`src/rtl/video_timing_ctrl.sv`:
```
// video_timing_ctrl: raster sequencer producing de/hsync/vsync/rgb with valid/ready pixel fetch and underrun fill
module video_timing_ctrl #(
  parameter int H_ACTIVE = 640,
  parameter int H_FP = 16,
  parameter int H_SYNC = 96,
  parameter int H_BP = 48,
  parameter int V_ACTIVE = 480,
  parameter int V_FP = 10,
  parameter int V_SYNC = 2,
  parameter int V_BP = 33,
  parameter bit HS_POL = 1'b0,
  parameter bit VS_POL = 1'b0,
  parameter logic [23:0] FILL_RGB = 24'h000000
) (
  input  logic        pix_clk,
  input  logic        rst,
  input  logic        enable,
  input  logic        pix_valid,
  input  logic [23:0] pix_data,
  output logic        pix_ready,
  output logic        de,
  output logic        hsync,
  output logic        vsync,
  output logic [7:0]  red,
  output logic [7:0]  green,
  output logic [7:0]  blue,
  output logic [11:0] x,
  output logic [11:0] y,
  output logic        frame_start,
  output logic        underrun,
  output logic [15:0] underrun_cnt
);
  localparam int H_TOTAL = H_ACTIVE + H_FP + H_SYNC + H_BP;
  localparam int V_TOTAL = V_ACTIVE + V_FP + V_SYNC + V_BP;
  localparam logic [11:0] H_LAST = 12'(H_TOTAL - 1);
  localparam logic [11:0] V_LAST = 12'(V_TOTAL - 1);
  localparam logic [11:0] H_ACT = 12'(H_ACTIVE);
  localparam logic [11:0] V_ACT = 12'(V_ACTIVE);
  localparam logic [11:0] HS_BEG = 12'(H_ACTIVE + H_FP);
  localparam logic [11:0] HS_END = 12'(H_ACTIVE + H_FP + H_SYNC);
  localparam logic [11:0] VS_BEG = 12'(V_ACTIVE + V_FP);
  localparam logic [11:0] VS_END = 12'(V_ACTIVE + V_FP + V_SYNC);
  typedef enum logic [1:0] {IDLE, RUN, DRAIN} state_t;
  state_t state, state_nx;
  logic [11:0] h_cnt, v_cnt;
  logic h_end, v_end, miss;
  always_comb begin
    h_end = h_cnt == H_LAST;
    v_end = v_cnt == V_LAST;
    pix_ready = (state != IDLE) && (h_cnt < H_ACT) && (v_cnt < V_ACT);
    miss = pix_ready && !pix_valid;
    state_nx = (state == IDLE) ? (enable ? RUN : IDLE) :
               enable ? RUN :
               ((state == DRAIN) && h_end && v_end) ? IDLE : DRAIN;
  end
  always_ff @(posedge pix_clk) begin
    if (rst) begin
      state <= IDLE;
      h_cnt <= '0;
      v_cnt <= '0;
      de <= 1'b0;
      hsync <= ~HS_POL;
      vsync <= ~VS_POL;
      {red, green, blue} <= '0;
      x <= '0;
      y <= '0;
      frame_start <= 1'b0;
      underrun <= 1'b0;
      underrun_cnt <= '0;
    end else begin
      state <= state_nx;
      h_cnt <= ((state == IDLE) || h_end) ? '0 : h_cnt + 12'd1;
      v_cnt <= (state == IDLE) ? '0 : h_end ? (v_end ? '0 : v_cnt + 12'd1) : v_cnt;
      de <= pix_ready;
      hsync <= ((h_cnt >= HS_BEG) && (h_cnt < HS_END)) ? HS_POL : ~HS_POL;
      vsync <= ((v_cnt >= VS_BEG) && (v_cnt < VS_END)) ? VS_POL : ~VS_POL;
      {red, green, blue} <= !pix_ready ? '0 : pix_valid ? pix_data : FILL_RGB;
      x <= h_cnt;
      y <= v_cnt;
      frame_start <= (state != IDLE) && (h_cnt == '0) && (v_cnt == '0);
      underrun <= miss;
      underrun_cnt <= underrun_cnt + 16'(miss && (underrun_cnt != 16'hFFFF));
    end
  end
endmodule

```
`config.mk`:
```
export PLATFORM = sky130hd
export DESIGN_NAME = video_timing_ctrl
export DESIGN_NICKNAME = d
export VERILOG_FILES = /design/src/rtl/video_timing_ctrl.sv
export SDC_FILE = /design/constraint.sdc
export NUM_CORES = 1
export LEC_CHECK = 0
export BUFFER_PORTS_ARGS = -buffer_cell sky130_fd_sc_hd__buf_4
export CAP_MARGIN = 10
export CORE_ASPECT_RATIO = 0.7
export CORE_MARGIN = 2
export CORE_UTILIZATION = 55
export CTS_CLUSTER_SIZE = 12
export DETAILED_ROUTE_END_ITERATION = 16
export GPL_TIMING_DRIVEN = 1
export PLACE_DENSITY = 0.83
export SETUP_SLACK_MARGIN = 0.15
export SYNTH_ARGS = -nofsm -noshare
export SYNTH_HDL_FRONTEND = slang
export SYNTH_SLANG_ARGS = --single-unit
```
`constraint.sdc`:
```
create_clock -name pix_clk -period 4.2 [get_ports pix_clk]
set_input_delay 1.05 -clock pix_clk [delete_from_list [all_inputs] [get_ports pix_clk]]
set_output_delay 1.05 -clock pix_clk [all_outputs]
set_load 0.02 [all_outputs]
```
# --- Word-level counts from Yosys, hierarchy flattened ---
# Cells that the tools add are included.
word_totals:
  reg_bits: 95
  input_bits: 28
  out_inout_bits: 70
  elab_cells: 55
op_classes:
  n_addsub: 3
  order_cmp: 6
  n_eq_ne: 4
  n_mux: 7
  n_bitwise: 2
  reduce_logical: 19
ops:
  columns: ["operator", "n"]
  rows:
  - ["$add A12 B1 Y12 const B", 2]
  - ["$eq A12 B10 Y1 const B", 2]
  - ["$logic_not A12 Y1", 2]
  - ["$lt A12 B10 Y1 const B", 2]
  - ["$lt A12 B9 Y1 const B", 2]
  - ["$add A16 B1 Y16", 1]
  - ["$ne A16 B16 Y1 const B", 1]
  - ["$ge A12 B10 Y1 const B", 1]
  - ["$ge A12 B9 Y1 const B", 1]
  - ["$mux W12", 1]
  - ["$logic_and A1 B1 Y1", 10]
  - ["$mux W2", 3]
  - ["$reduce_or A2 Y1", 2]
  - ["$mux W1", 3]
  - ["$reduce_or A3 Y1", 1]
  - ["$eq A2 B2 Y1 const B", 1]
  - ["$logic_not A2 Y1", 1]
  - ["$not A1 Y1", 2]
  - ["$reduce_bool A2 Y1", 1]
  - ["$logic_not A1 Y1", 1]
  - ["$logic_or A1 B1 Y1", 1]

# --- Logic depth before layout (Yosys ltp) ---
depth:
  depth_word: 6
  depth_mapped: 11
  depth_no_buf: 9

# --- Worst setup path before layout ---
# No wires, ideal clock.
synth_path:
  path_type: "register to output"
  start: "reg v_cnt[5]"
  end: "out pix_ready"
  arrival_time_ns: 1.273
  slack_ns: 1.877
  stages_incl_launch_ff: 7
  path_cell_list: "dfxtp_1 clkbuf_1 and4_1 clkbuf_1 nor4_1 nand3_1 inv_1"
synth_via:
  elab_chain_len: 2
synth_lines:
  columns: ["element", "line", "rtl"]
  rows:
  - ["start: declaration", "45", "logic [11:0] h_cnt, v_cnt;"]
  - ["start signal: assignment", "73", "v_cnt <= (state == IDLE) ? '0 : h_end ? (v_end ? '0 : v_cnt + 12'd1) : v_cnt;"]
  - ["$lt A12 B9 Y1", "50", "pix_ready = (state != IDLE) && (h_cnt < H_ACT) && (v_cnt < V_ACT);"]
  - ["$logic_and A1 B1 Y1", "50", null]
  - ["end: declaration", "20", "output logic pix_ready,"]
# Every way passes these cells.

# --- Worst setup path in the final report ---
layout_path:
  start: "reg v_cnt[7]"
  end: "out pix_ready"
# Same word-level chain as after synthesis.

==> metrics.md <==
| Metric | Value |
|---|---|
| Status | finished, final reports clean |
| Cell taking the most area after synthesis | dfxtp_1 |
| Fin crit period | 2.88 ns |
| Fraction of registers with async set/reset | 0 |
| CTS buffer count | 9 |
| Reg2reg start | v_cnt[7]$_SDFFE_PP0N_ |
| Fill count | 475 |
| Sequential area share after synthesis | 0.535 |
| Antenna viol nets, final | 0 |
| Relative slew slack | 0.593 |
| Internal Power | 0.00118 W |
| Die H | 71.3 um |
| Clk slew on worst S/H paths | 0.09 ns |
| Worst-skew pair later-pin latency | 0.36 ns |
| Area of the multi-input gates | 0.00153 mm2 |
| Clock sink total | 95 |
| Worst EP required | 3.15 ns |
| Final WS setup | 1.32 ns |
| Row Count | 24 |
| Share of cells above drive strength 1 | 0.267 |
| Avg Synthesized Cell Area | 9.82 um2 |
| Clock Skew | 0.00964 ns |
| YS warnings | 0 |
| Detailed placer's ending HPWL | 5.44 mm |
| P_leak | 1.88 nW |
| Switching power | 0.000357 W |
| Setup TNS | 0 ns |
| Post-CTS setup buffers | 0 |
| Syn Nets | 397 |
| First-pass iteration count of the detailed router | 4 |
| Grt ovf | 0 |
| Top FF cell, synth | dfxtp_1 |
| Comb power frac | 0.046 |
| Largest net degree at the start of global routing | 47 |
| Final Cycle Share | 0.685 |
| Port Buffers | 97 |
| Number of global-route vias before repair | 2538 |
| Cells after Synth | 362 |
| Switching Fraction | 0.232 |
| Worst r2r dst | underrun_cnt[11]$_SDFF_PP0_ |
| Max clock buf depth | 2 |
| Fmax | 347 MHz |
| DR DRC count | 0 |
| WP data arrival | 1.83 ns |
| Cell types with the highest counts after synthesis | dfxtp_1 (95), nor2_1 (47), and2_1 (26), nor2b_1 (22) |
| Core Footprint | 0.00625 mm2 |
| N_diodes | 0 |
| Worst Hold Path EP | h_cnt[0]$_SDFF_PP0_ |
| Max-slew violation count | 0 |
| Critical path class | flip-flop to output port |
| Number of flops mapped to enable cells by yosys | 0 |
| RD Place Congestion | 0.885 |
| Layout area overhead | 25.6% |
| Htree depth | 3 |
| FF/Latch Area | 0.00190 mm2 |
| DR vias/cell | 5.30 |
| FF+latch count, synth | 95 |
| Final #Nets | 483 |
| CP Launch Type | flip-flop |
| Worst Reg-to-Reg Cells | 9 |
| Mapped cell area | 0.00355 mm2 |
| Initial antenna violation count | 0 |
| Routed WL per cell | 14.5 um |
| Die area | 0.00713 mm2 |
| Cell Pwr Density | 344 mW/mm2 |
| Total Routed Length | 7.71 mm |
| Clk network pwr share | 0.360 |
| Initial core utilization | 0.569 |
| Worst Setup End Kind | output port |
| Reg2Reg Setup Slack | 1.72 ns |
| Worst vdd ir | 0.000252 V |
| Sequential fraction of design power | 0.594 |
| Synth unique cells | 44 |
| Global-route usage over all layers | 0.223 |
| CTS Root Cell | clkbuf_8 |
| Worst Path Max Fanout | 7 |
| Final Setup Violations | 0 |
| Final hold violation count | 0 |
| RSZ-0062 raised after global routing | false |
| Synth top area share | 0.535 |
| Post-CTS Resized | 0 |
| Most instantiated library cell after synthesis | dfxtp_1 |
| DR iter-0 viols | 141 |
| CTS tree | built |
| I/O pin count | 98 |
| Tightest Pin Transition | 0.610 ns |
| Global-route wire length before repair | 12.5 mm |
| Most area-consuming cells after synthesis | dfxtp_1 (54%), nor2_1 (5.0%), and2_1 (4.6%), nor2b_1 (3.9%), xor2_1 (3.7%) |
| Die X | 100 um |
| Hold depth | 1 |
| Via count | 2814 |
| Hold_buf cts | 0 |
| Min-Delay Path Class | flip-flop to flip-flop |
| Max Cap Viol | 0 |
| Setup WS pre-CTS | 1.74 ns |
| Min-Delay Startpoint | h_cnt[0]$_SDFF_PP0_ |
==> per-stage QoR <==
stage          utilization  hold slack, ns  power (W)  instance area [um2]  std cells
5_1_grt              0.715           0.506    0.00160                 4460        531
2_1_floorplan            -           0.441   0.000967                 3550        362
4_1_cts              0.715           0.490    0.00155                 4460        531
3_5_place_dp         0.685           0.461    0.00100                 4280        515
3_3_place_gp         0.685           0.460    0.00100                 4280        515
6_report             0.715           0.487    0.00154                 4460        531
==> critical path: stages, from the launching register on <==
cell and delay (ns):
dfxtp_1 0.37, and4_1 0.29, nor4_1 0.31, nand3_1 0.24, inv_1 0.11, buf_4 0.14
==> worst max-delay path by stage <==
stage | from | endpoint | slack, ns | cells after the start
after global routing | v_cnt[6]$_SDFFE_PP0N_ | pix_ready | 1.21 | 5
after floorplan | v_cnt[5]$_SDFFE_PP0N_ | pix_ready | 1.88 | 6
final | v_cnt[7]$_SDFFE_PP0N_ | pix_ready | 1.32 | 5
after CTS | v_cnt[7]$_SDFFE_PP0N_ | pix_ready | 1.33 | 5
after global placement | v_cnt[7]$_SDFFE_PP0N_ | pix_ready | 1.82 | 5
after detailed placement | v_cnt[7]$_SDFFE_PP0N_ | pix_ready | 1.74 | 5
==> power by group through the flow <==
| stage | sequential (W) | clock, W | combinational, W |
|---|---|---|---|
| 6_report | 0.000913 | 0.000553 | 0.0000709 |
| 5_1_grt | 0.000914 | 0.000608 | 0.0000770 |
| 4_1_cts | 0.000913 | 0.000567 | 0.0000711 |
| 3_5_place_dp | 0.000934 | 0 | 0.0000703 |
| 3_3_place_gp | 0.000935 | 0 | 0.0000694 |
| 2_1_floorplan | 0.000944 | 0 | 0.0000230 |
==> metal layers <==
metal	routed length, um	up-vias	global-route usage
met1	3450	1288	0.303
met2	3430	127	0.339
li1	-	1390	-
met3	769	9	0.0859
met5	0	-	0
met4	57	0	0.0609
==> sequential cells by signal, summed over array words and instances, names as in the netlist <==
signal / flops
blue: 8
de: 1
frame_start: 1
green: 8
h_cnt: 12
hsync: 1
red: 8
state: 2
underrun: 1
underrun_cnt: 16
v_cnt: 12
vsync: 1
x: 12
y: 12
==> kinds of logic (layout without fill, tap and decap cells) <==
| group | count (synthesis) | count (layout) | synth area share |
|---|---|---|---|
| XOR/XNOR | 27 | 27 | 0.0666 |
| multiplexers | 2 | 2 | 0.00563 |
| buffers and inverters | 29 | 120 | 0.0349 |
| AND/OR/NAND/NOR | 186 | 186 | 0.302 |
| adder cells (fa/ha/maj) | 7 | 7 | 0.0246 |
| AO/OA/AOI/OAI | 16 | 16 | 0.0310 |
| flip-flops | 95 | 95 | 0.535 |
==> area by class of cell <==
type	instances	share of cell area
flip-flops and latches	95	0.426
multi-input cells	238	0.342
repair buffers	97	0.163
clock buffers	11	0.0317
well taps	78	0.0219
clock inverters	5	0.00925
inverters	7	0.00589
==> cell usage in the layout (no fill, tap or decap), types with 2 or more instances in the layout <==
| cell | instances |
|---|---|
| and4_1 | 6 |
| inv_1 | 7 |
| ha_1 | 7 |
| clkbuf_8 | 10 |
| nand3_1 | 13 |
| nand2_1 | 10 |
| inv_6 | 2 |
| xor2_1 | 15 |
| xnor2_1 | 12 |
| mux2i_1 | 2 |
| nor2_1 | 47 |
| and2_1 | 26 |
| buf_4 | 97 |
| a21oi_1 | 4 |
| and3_1 | 7 |
| o21ai_0 | 6 |
| nor2b_1 | 22 |
| nand4_1 | 15 |
| nor4_1 | 8 |
| or3_1 | 6 |
| nand2b_1 | 2 |
| clkinvlp_4 | 2 |
| nor3_1 | 11 |
| dfxtp_1 | 95 |
Note: power is estimated with default switching activity, not from simulation.
